$ cat src/rtl/store_unit_pkg.sv
// Shared access-size encoding for the store unit and its bus interface.
// Pure type definitions, no logic.
// No handshake of its own.
package store_unit_pkg;
  typedef enum logic [1:0] {
    MSIZE1 = 2'd0,
    MSIZE2 = 2'd1,
    MSIZE4 = 2'd2,
    MSIZE8 = 2'd3
  } msize_t;
endpackage

$ cat src/rtl/store_unit_if.sv
// Upstream store request and data-bus write channel bundled for the store unit.
// Pure wiring, no latency.
// Backpressure is carried by st_ready and dresp_data_ok.
interface store_unit_if;
  import store_unit_pkg::*;

  logic        st_valid;
  logic [63:0] st_addr;
  logic [63:0] st_data;
  msize_t      st_msize;
  logic        st_ready;
  logic        st_done;
  logic        st_misalign;
  logic        dreq_valid;
  logic [63:0] dreq_addr;
  msize_t      dreq_size;
  logic [7:0]  dreq_strobe;
  logic [63:0] dreq_data;
  logic        dresp_data_ok;
  logic [31:0] store_count;

  // The store unit itself.
  modport slave (
    input  st_valid, st_addr, st_data, st_msize, dresp_data_ok,
    output st_ready, st_done, st_misalign, dreq_valid, dreq_addr,
           dreq_size, dreq_strobe, dreq_data, store_count
  );

  // Upstream requester plus the data bus, seen from outside the unit.
  modport master (
    output st_valid, st_addr, st_data, st_msize, dresp_data_ok,
    input  st_ready, st_done, st_misalign, dreq_valid, dreq_addr,
           dreq_size, dreq_strobe, dreq_data, store_count
  );
endinterface

$ cat src/rtl/store_unit.sv
// Store unit: aligns a right-justified store onto 64-bit byte lanes and issues one bus write.
// Latency: bus request valid the cycle after accept; st_done the cycle after dresp_data_ok.
// Backpressure: st_ready low while a bus write is outstanding; misaligned stores are dropped.
module store_unit
  import store_unit_pkg::*;
(
  input logic        clk,
  input logic        resetn,
  store_unit_if.slave bus
);

  typedef enum logic {IDLE = 1'b0, BUSY = 1'b1} state_t;

  state_t      r_state;
  state_t      w_next;
  logic [63:0] r_addr;
  msize_t      r_size;
  logic [7:0]  r_strobe;
  logic [63:0] r_data;
  logic        r_done;
  logic        r_misalign;
  logic [31:0] r_count;

  logic        w_accept;
  logic        w_complete;
  logic        w_misalign;
  logic [2:0]  w_shift;
  logic [7:0]  w_strobe_base;
  logic [63:0] w_data_masked;
  logic [7:0]  w_strobe;
  logic [63:0] w_data;

  assign w_accept   = bus.st_valid && (r_state == IDLE);
  assign w_complete = bus.dresp_data_ok && (r_state == BUSY);

  // Decode size: alignment check, lane shift, base strobe and size-masked data.
  always_comb begin
    w_misalign    = 1'b0;
    w_shift       = 3'd0;
    w_strobe_base = 8'h00;
    w_data_masked = 64'd0;
    case (bus.st_msize)
      MSIZE1: begin
        w_shift       = bus.st_addr[2:0];
        w_strobe_base = 8'h01;
        w_data_masked = {56'd0, bus.st_data[7:0]};
      end
      MSIZE2: begin
        w_misalign    = bus.st_addr[0];
        w_shift       = {bus.st_addr[2:1], 1'b0};
        w_strobe_base = 8'h03;
        w_data_masked = {48'd0, bus.st_data[15:0]};
      end
      MSIZE4: begin
        w_misalign    = |bus.st_addr[1:0];
        w_shift       = {bus.st_addr[2], 2'b00};
        w_strobe_base = 8'h0F;
        w_data_masked = {32'd0, bus.st_data[31:0]};
      end
      default: begin
        w_misalign    = |bus.st_addr[2:0];
        w_shift       = 3'd0;
        w_strobe_base = 8'hFF;
        w_data_masked = bus.st_data;
      end
    endcase
    w_strobe = w_strobe_base << w_shift;
    w_data   = w_data_masked << {w_shift, 3'b000};
  end

  // State register.
  always_ff @(posedge clk) begin
    if (!resetn) r_state <= IDLE;
    else         r_state <= w_next;
  end

  // Next state: aligned accept opens a bus write, data_ok closes it.
  always_comb begin
    w_next = r_state;
    case (r_state)
      IDLE:    if (w_accept && !w_misalign) w_next = BUSY;
      BUSY:    if (bus.dresp_data_ok) w_next = IDLE;
      default: w_next = IDLE;
    endcase
  end

  // State-derived handshake outputs.
  always_comb begin
    bus.st_ready   = (r_state == IDLE);
    bus.dreq_valid = (r_state == BUSY);
  end

  // Request capture, completion bookkeeping and single-cycle status pulses.
  always_ff @(posedge clk) begin
    if (!resetn) begin
      r_addr     <= 64'd0;
      r_size     <= MSIZE1;
      r_strobe   <= 8'h00;
      r_data     <= 64'd0;
      r_done     <= 1'b0;
      r_misalign <= 1'b0;
      r_count    <= 32'd0;
    end else begin
      r_done     <= 1'b0;
      r_misalign <= 1'b0;
      if (w_accept) begin
        if (w_misalign) begin
          r_misalign <= 1'b1;
        end else begin
          r_addr   <= {bus.st_addr[63:3], 3'b000};
          r_size   <= bus.st_msize;
          r_strobe <= w_strobe;
          r_data   <= w_data;
        end
      end else if (w_complete) begin
        // Lanes are cleared so the idle bus shows no stale write data.
        r_done   <= 1'b1;
        r_count  <= r_count + 32'd1;
        r_strobe <= 8'h00;
        r_data   <= 64'd0;
      end
    end
  end

  assign bus.st_done     = r_done;
  assign bus.st_misalign = r_misalign;
  assign bus.dreq_addr   = r_addr;
  assign bus.dreq_size   = r_size;
  assign bus.dreq_strobe = r_strobe;
  assign bus.dreq_data   = r_data;
  assign bus.store_count = r_count;

endmodule

$ cat src/flat_wrapper.sv
// flat-port wrapper written by rule: the top's interface ports become plain ports
module store_unit_flat import store_unit_pkg::*;
  (clk, resetn, bus_st_valid, bus_st_addr, bus_st_data, bus_st_msize, bus_dresp_data_ok, bus_st_ready, bus_st_done, bus_st_misalign, bus_dreq_valid, bus_dreq_addr, bus_dreq_size, bus_dreq_strobe, bus_dreq_data, bus_store_count);
  store_unit_if bus_i ();
  input logic clk;
  input logic resetn;
  input wire logic [$bits(bus_i.st_valid)-1:0] bus_st_valid;
  input wire logic [$bits(bus_i.st_addr)-1:0] bus_st_addr;
  input wire logic [$bits(bus_i.st_data)-1:0] bus_st_data;
  input wire logic [$bits(bus_i.st_msize)-1:0] bus_st_msize;
  input wire logic [$bits(bus_i.dresp_data_ok)-1:0] bus_dresp_data_ok;
  output wire logic [$bits(bus_i.st_ready)-1:0] bus_st_ready;
  output wire logic [$bits(bus_i.st_done)-1:0] bus_st_done;
  output wire logic [$bits(bus_i.st_misalign)-1:0] bus_st_misalign;
  output wire logic [$bits(bus_i.dreq_valid)-1:0] bus_dreq_valid;
  output wire logic [$bits(bus_i.dreq_addr)-1:0] bus_dreq_addr;
  output wire logic [$bits(bus_i.dreq_size)-1:0] bus_dreq_size;
  output wire logic [$bits(bus_i.dreq_strobe)-1:0] bus_dreq_strobe;
  output wire logic [$bits(bus_i.dreq_data)-1:0] bus_dreq_data;
  output wire logic [$bits(bus_i.store_count)-1:0] bus_store_count;
  assign bus_i.st_valid = bus_st_valid;
  assign bus_i.st_addr = bus_st_addr;
  assign bus_i.st_data = bus_st_data;
  assign bus_i.st_msize = bus_st_msize;
  assign bus_i.dresp_data_ok = bus_dresp_data_ok;
  assign bus_st_ready = bus_i.st_ready;
  assign bus_st_done = bus_i.st_done;
  assign bus_st_misalign = bus_i.st_misalign;
  assign bus_dreq_valid = bus_i.dreq_valid;
  assign bus_dreq_addr = bus_i.dreq_addr;
  assign bus_dreq_size = bus_i.dreq_size;
  assign bus_dreq_strobe = bus_i.dreq_strobe;
  assign bus_dreq_data = bus_i.dreq_data;
  assign bus_store_count = bus_i.store_count;
  store_unit u_core (.clk(clk), .resetn(resetn), .bus(bus_i));
endmodule
$ cat config.mk
export PLATFORM = sky130hd
export DESIGN_NAME = store_unit_flat
export DESIGN_NICKNAME = d
export VERILOG_FILES = /design/src/rtl/store_unit_pkg.sv /design/src/rtl/store_unit_if.sv /design/src/rtl/store_unit.sv /design/src/flat_wrapper.sv
export SDC_FILE = /design/constraint.sdc
export NUM_CORES = 1
export LEC_CHECK = 0
export CAP_MARGIN = 25
export CORE_MARGIN = 3
export CORE_UTILIZATION = 35
export DETAILED_ROUTE_END_ITERATION = 6
export PLACE_DENSITY_LB_ADDON = 0.08
export SYNTH_ARGS = -nofsm -noshare
export SYNTH_HDL_FRONTEND = slang
export SYNTH_SLANG_ARGS = --single-unit
export TNS_END_PERCENT = 5
$ cat constraint.sdc
create_clock -name clk -period 2.5 [get_ports clk]
set_clock_uncertainty 0.05 [all_clocks]
set_input_delay 0.5 -clock clk [delete_from_list [all_inputs] [get_ports clk]]
set_output_delay 0.5 -clock clk [all_outputs]
set_load 0.02 [all_outputs]
==> flow_summary.json <==
{
  "p_int_uw": 4700,
  "critPathBufInv": 3,
  "die_y_um": 149,
  "crit_type": "in -> reg",
  "dp_worst_setup_slack_ns": -0.114,
  "grt_use_total": 0.224,
  "chipWidth_um": 149,
  "syn-cell-area_sq_um": 7160,
  "port_buffers": 304,
  "ys_ff_latch": 170,
  "gp_congestion": 0.830,
  "synthAdderAreaFrac": 0.00175,
  "rsz0062_at_grt": "no",
  "wl_per_cell_um": 17.9,
  "r2r_slack_ns": 0.62,
  "holdPathStages": 2,
  "p_switching_uw": 1740,
  "cp.depth": 7,
  "ctsResizeCount": 0,
  "ys_warn_count": 0,
  "ys_async_sr_fraction": 0,
  "syn_area_per_cell_sq_um": 8.57,
  "critical_path.top_delay_family": "buffers and inverters",
  "fin_area_sq_um": 11200,
  "crit_slowest_cell": "nor2b_1",
  "min_to": "u_core.bus.dreq_addr[32]",
  "dp_hpwl_mm": 18.8,
  "yosys.area_share.simple": 0.201,
  "synthXorXnorAreaFrac": 0.0184,
  "rr_startpoint": "u_core.bus.store_count[6]",
  "cts_num_sinks": 170,
  "area_delta_synth_final_pct": 56.9,
  "antenna_found_initial": 1,
  "hp-class": "reg -> reg",
  "setup_viol": 0,
  "clockPowerShare": 0.399,
  "slew_violations": 0,
  "nets": 1268,
  "start_util": 0.362,
  "hold_buffers": 0,
  "grt_pass1_vias": 6866,
  "placed_area_sq_um": 10700,
  "register_area_sq_um": 3400,
  "clockBufferDepth": 2,
  "max_slew_margin": 0.426,
  "vias": 7240,
  "setup_slack_ns": 0.274,
  "timing.rr.end": "u_core.bus.store_count[31]",
  "crit_path_frequent_cell": "buf_4",
  "finalWirelength_mm": 25.3,
  "vias_per_cell": 5.13,
  "multi_input_area_sq_um": 3430,
  "switching_share": 0.271,
  "fill_cells": 1841,
  "arrival_ns": 2.49,
  "syn-instance-count": 835,
  "core_area_sq_um": 19800,
  "fmax_mhz": 449,
  "grt_pass1_wl_mm": 39.2,
  "yosysSeqAreaShare": 0.476,
  "cts_buffers": 17,
  "worstSetupEndpointType": "register",
  "seq_power_share": 0.442,
  "h-tree-depth": 4,
  "crit_path_max_fanout": 15,
  "dpl.cell_count": 1379,
  "finalHoldViolations": 0,
  "synth_cell_type_count": 54,
  "start_kind": "input port",
  "drt_iter0_markers": 343,
  "finalCritPeriodShare": 0.890,
  "max_slew.worst_pin.slew_ns": 0.859,
  "root_buffer": "clkbuf_16",
  "cap_violations": 0,
  "cts_tree": "done",
  "power_density_nw_per_um2": 574,
  "stdcell_count": 1411,
  "rows": 51,
  "cp.required_ns": 2.77,
  "drive_above_1_share": 0.0838,
  "grt-ovfl-total": 0,
  "synthMuxAreaShare": 0.00560,
  "post_cts_buffers": 0,
  "synth_top_family_by_area": "compound AO/OA/AOI/OAI gates",
  "synth-compound-area-share": 0.248,
  "period_minus_slack_ns": 2.23,
  "fin_util": 0.567,
  "path_clk_slew_ns": 0.07,
  "drt_first_pass_iters": 5,
  "io_pins": 308,
  "drc": 0,
  "antenna_left": 0,
  "grt_max_degree": 73,
  "critPathMaxStageDelay_ns": 0.68,
  "min_from": "u_core.bus.dreq_addr[32]",
  "reg2regPathDepth": 5,
  "clock_latency_ns": 0.43,
  "run_status": "completed",
  "cp_cell_sequence": "clkdlybuf4s50_1 > buf_4 > nor2b_1 > nor2_1 > buf_4 > a22oi_1 > o2bb2ai_1",
  "die-area_sq_um": 22200,
  "peakVddDrop_mv": 0.473,
  "combinationalPowerShare": 0.159,
  "ys.flop_type": "dfxtp_1",
  "leakage_uw": 0.00402,
  "synth-edff-count": 0,
  "setup-tns-final_ns": 0
}
power groups by stage:
stage / Combinational (uW) / Sequential, uW / Clock (uW)
floorplan: 350 / 3010 / 0
global placement: 1030 / 2900 / 0
detailed placement: 1030 / 2910 / 0
CTS: 1030 / 2840 / 2640
global route: 1110 / 2850 / 2750
finish: 1020 / 2840 / 2570
synth_stat cells (4+ instances only):
cell | instances | share of area
a31o_2 | 10 | 0.012
nand4_1 | 11 | 0.0096
clkbuf_1 | 55 | 0.029
and2_1 | 7 | 0.0061
a211oi_1 | 19 | 0.020
inv_1 | 7 | 0.0037
o2bb2ai_1 | 15 | 0.018
a221o_1 | 8 | 0.011
or4_1 | 4 | 0.0042
buf_2 | 7 | 0.0049
nand2b_1 | 14 | 0.012
o31ai_1 | 6 | 0.0063
and4_1 | 7 | 0.0086
mux2i_1 | 4 | 0.0056
a32o_1 | 5 | 0.0070
nand2_1 | 186 | 0.098
o21ai_0 | 35 | 0.024
o311ai_0 | 7 | 0.0086
buf_1 | 6 | 0.0031
a22o_1 | 22 | 0.027
o41ai_1 | 7 | 0.0086
a22oi_1 | 5 | 0.0052
a21o_1 | 13 | 0.014
or3_1 | 4 | 0.0035
nor2_1 | 22 | 0.012
and3_1 | 7 | 0.0061
a21oi_1 | 84 | 0.059
xor2_1 | 14 | 0.017
a32oi_1 | 7 | 0.0086
dfxtp_1 | 170 | 0.48
nand3b_1 | 14 | 0.015
nand3_1 | 16 | 0.011
per-layer routing:
layer	vias up	track usage	routed length (um)
li1	3595	-	-
met1	3381	0.300	11000
met2	243	0.356	11800
met3	19	0.0702	2130
met4	2	0.0517	320
met5	-	0	13
worst min-delay path, delay by kind of cell, from the launching register on:
kind	cells	cell delay (ns)
DFF	1	0.31
and+or+nand+nor	1	0.05
AOI/OAI and AO/OA	1	0.05
worst max-delay path by stage:
stage	from	endpoint	slack (ns)
4_1_cts	u_core.bus.dreq_valid	bus_dreq_valid	0.34
3_3_place_gp	bus_st_msize[1]	u_core.bus.dreq_data[43]	-0.08
3_5_place_dp	bus_st_msize[1]	u_core.bus.dreq_data[43]	-0.11
6_report	bus_st_msize[1]	u_core.bus.dreq_data[43]	0.27
5_1_grt	bus_st_msize[1]	u_core.bus.dreq_data[40]	0.09
2_1_floorplan	bus_st_addr[2]	u_core.bus.dreq_data[58]	0.33
sequential cells by signal (all words and copies together) (netlist names):
signal,cells
u_core.bus.dreq_valid,1
u_core.bus.dreq_addr,61
u_core.bus.st_misalign,1
u_core.bus.dreq_data,64
u_core.bus.st_done,1
u_core.bus.store_count,32
u_core.bus.dreq_size,2
u_core.bus.dreq_strobe,8
layout by cell type, fill, tap and decap left out, types with 8 or more instances in the layout:
cell / Yosys / layout
clkdlybuf4s50_1: 0 / 304
nand2_1: 186 / 186
dfxtp_1: 170 / 170
a21oi_1: 84 / 84
buf_4: 3 / 41
o21ai_0: 35 / 35
a22o_1: 22 / 22
nor2_1: 22 / 22
a211oi_1: 19 / 19
clkbuf_16: 0 / 17
nand3_1: 16 / 16
o2bb2ai_1: 15 / 15
nand2b_1: 14 / 14
nand3b_1: 14 / 14
xor2_1: 14 / 14
a21o_1: 13 / 13
nand4_1: 11 / 11
a31o_2: 10 / 10
a221o_1: 8 / 8
kinds of logic (layout without fill, tap and decap cells):
group                    after synthesis  count (layout)
buffers and inverters                 81             389
adder cells (fa/ha/maj)                1               1
multiplexers                           4               4
other                                  1               4
AO/OA/AOI/OAI                        258             258
flip-flops                           170             170
AND/OR/NAND/NOR                      305             305
XOR/XNOR                              15              15
cell type report:
| cell class | count | area share |
|---|---|---|
| diodes | 1 | 0.000223 |
| flip-flops and latches | 170 | 0.303 |
| inverters | 7 | 0.00234 |
| repair buffers | 351 | 0.309 |
| well taps | 265 | 0.0295 |
| clock buffers | 18 | 0.0382 |
| clock inverters | 13 | 0.0120 |
| multi-input cells | 586 | 0.305 |
stage by stage:
| stage | total power (uW) | hold WS (ns) |
|---|---|---|
| after floorplan | 3360 | 0.485 |
| final | 6440 | 0.403 |
| after global placement | 3930 | 0.387 |
| after detailed placement | 3930 | 0.393 |
| after CTS | 6510 | 0.405 |
| after global routing | 6710 | 0.419 |
(Power assumes the default switching activity.)
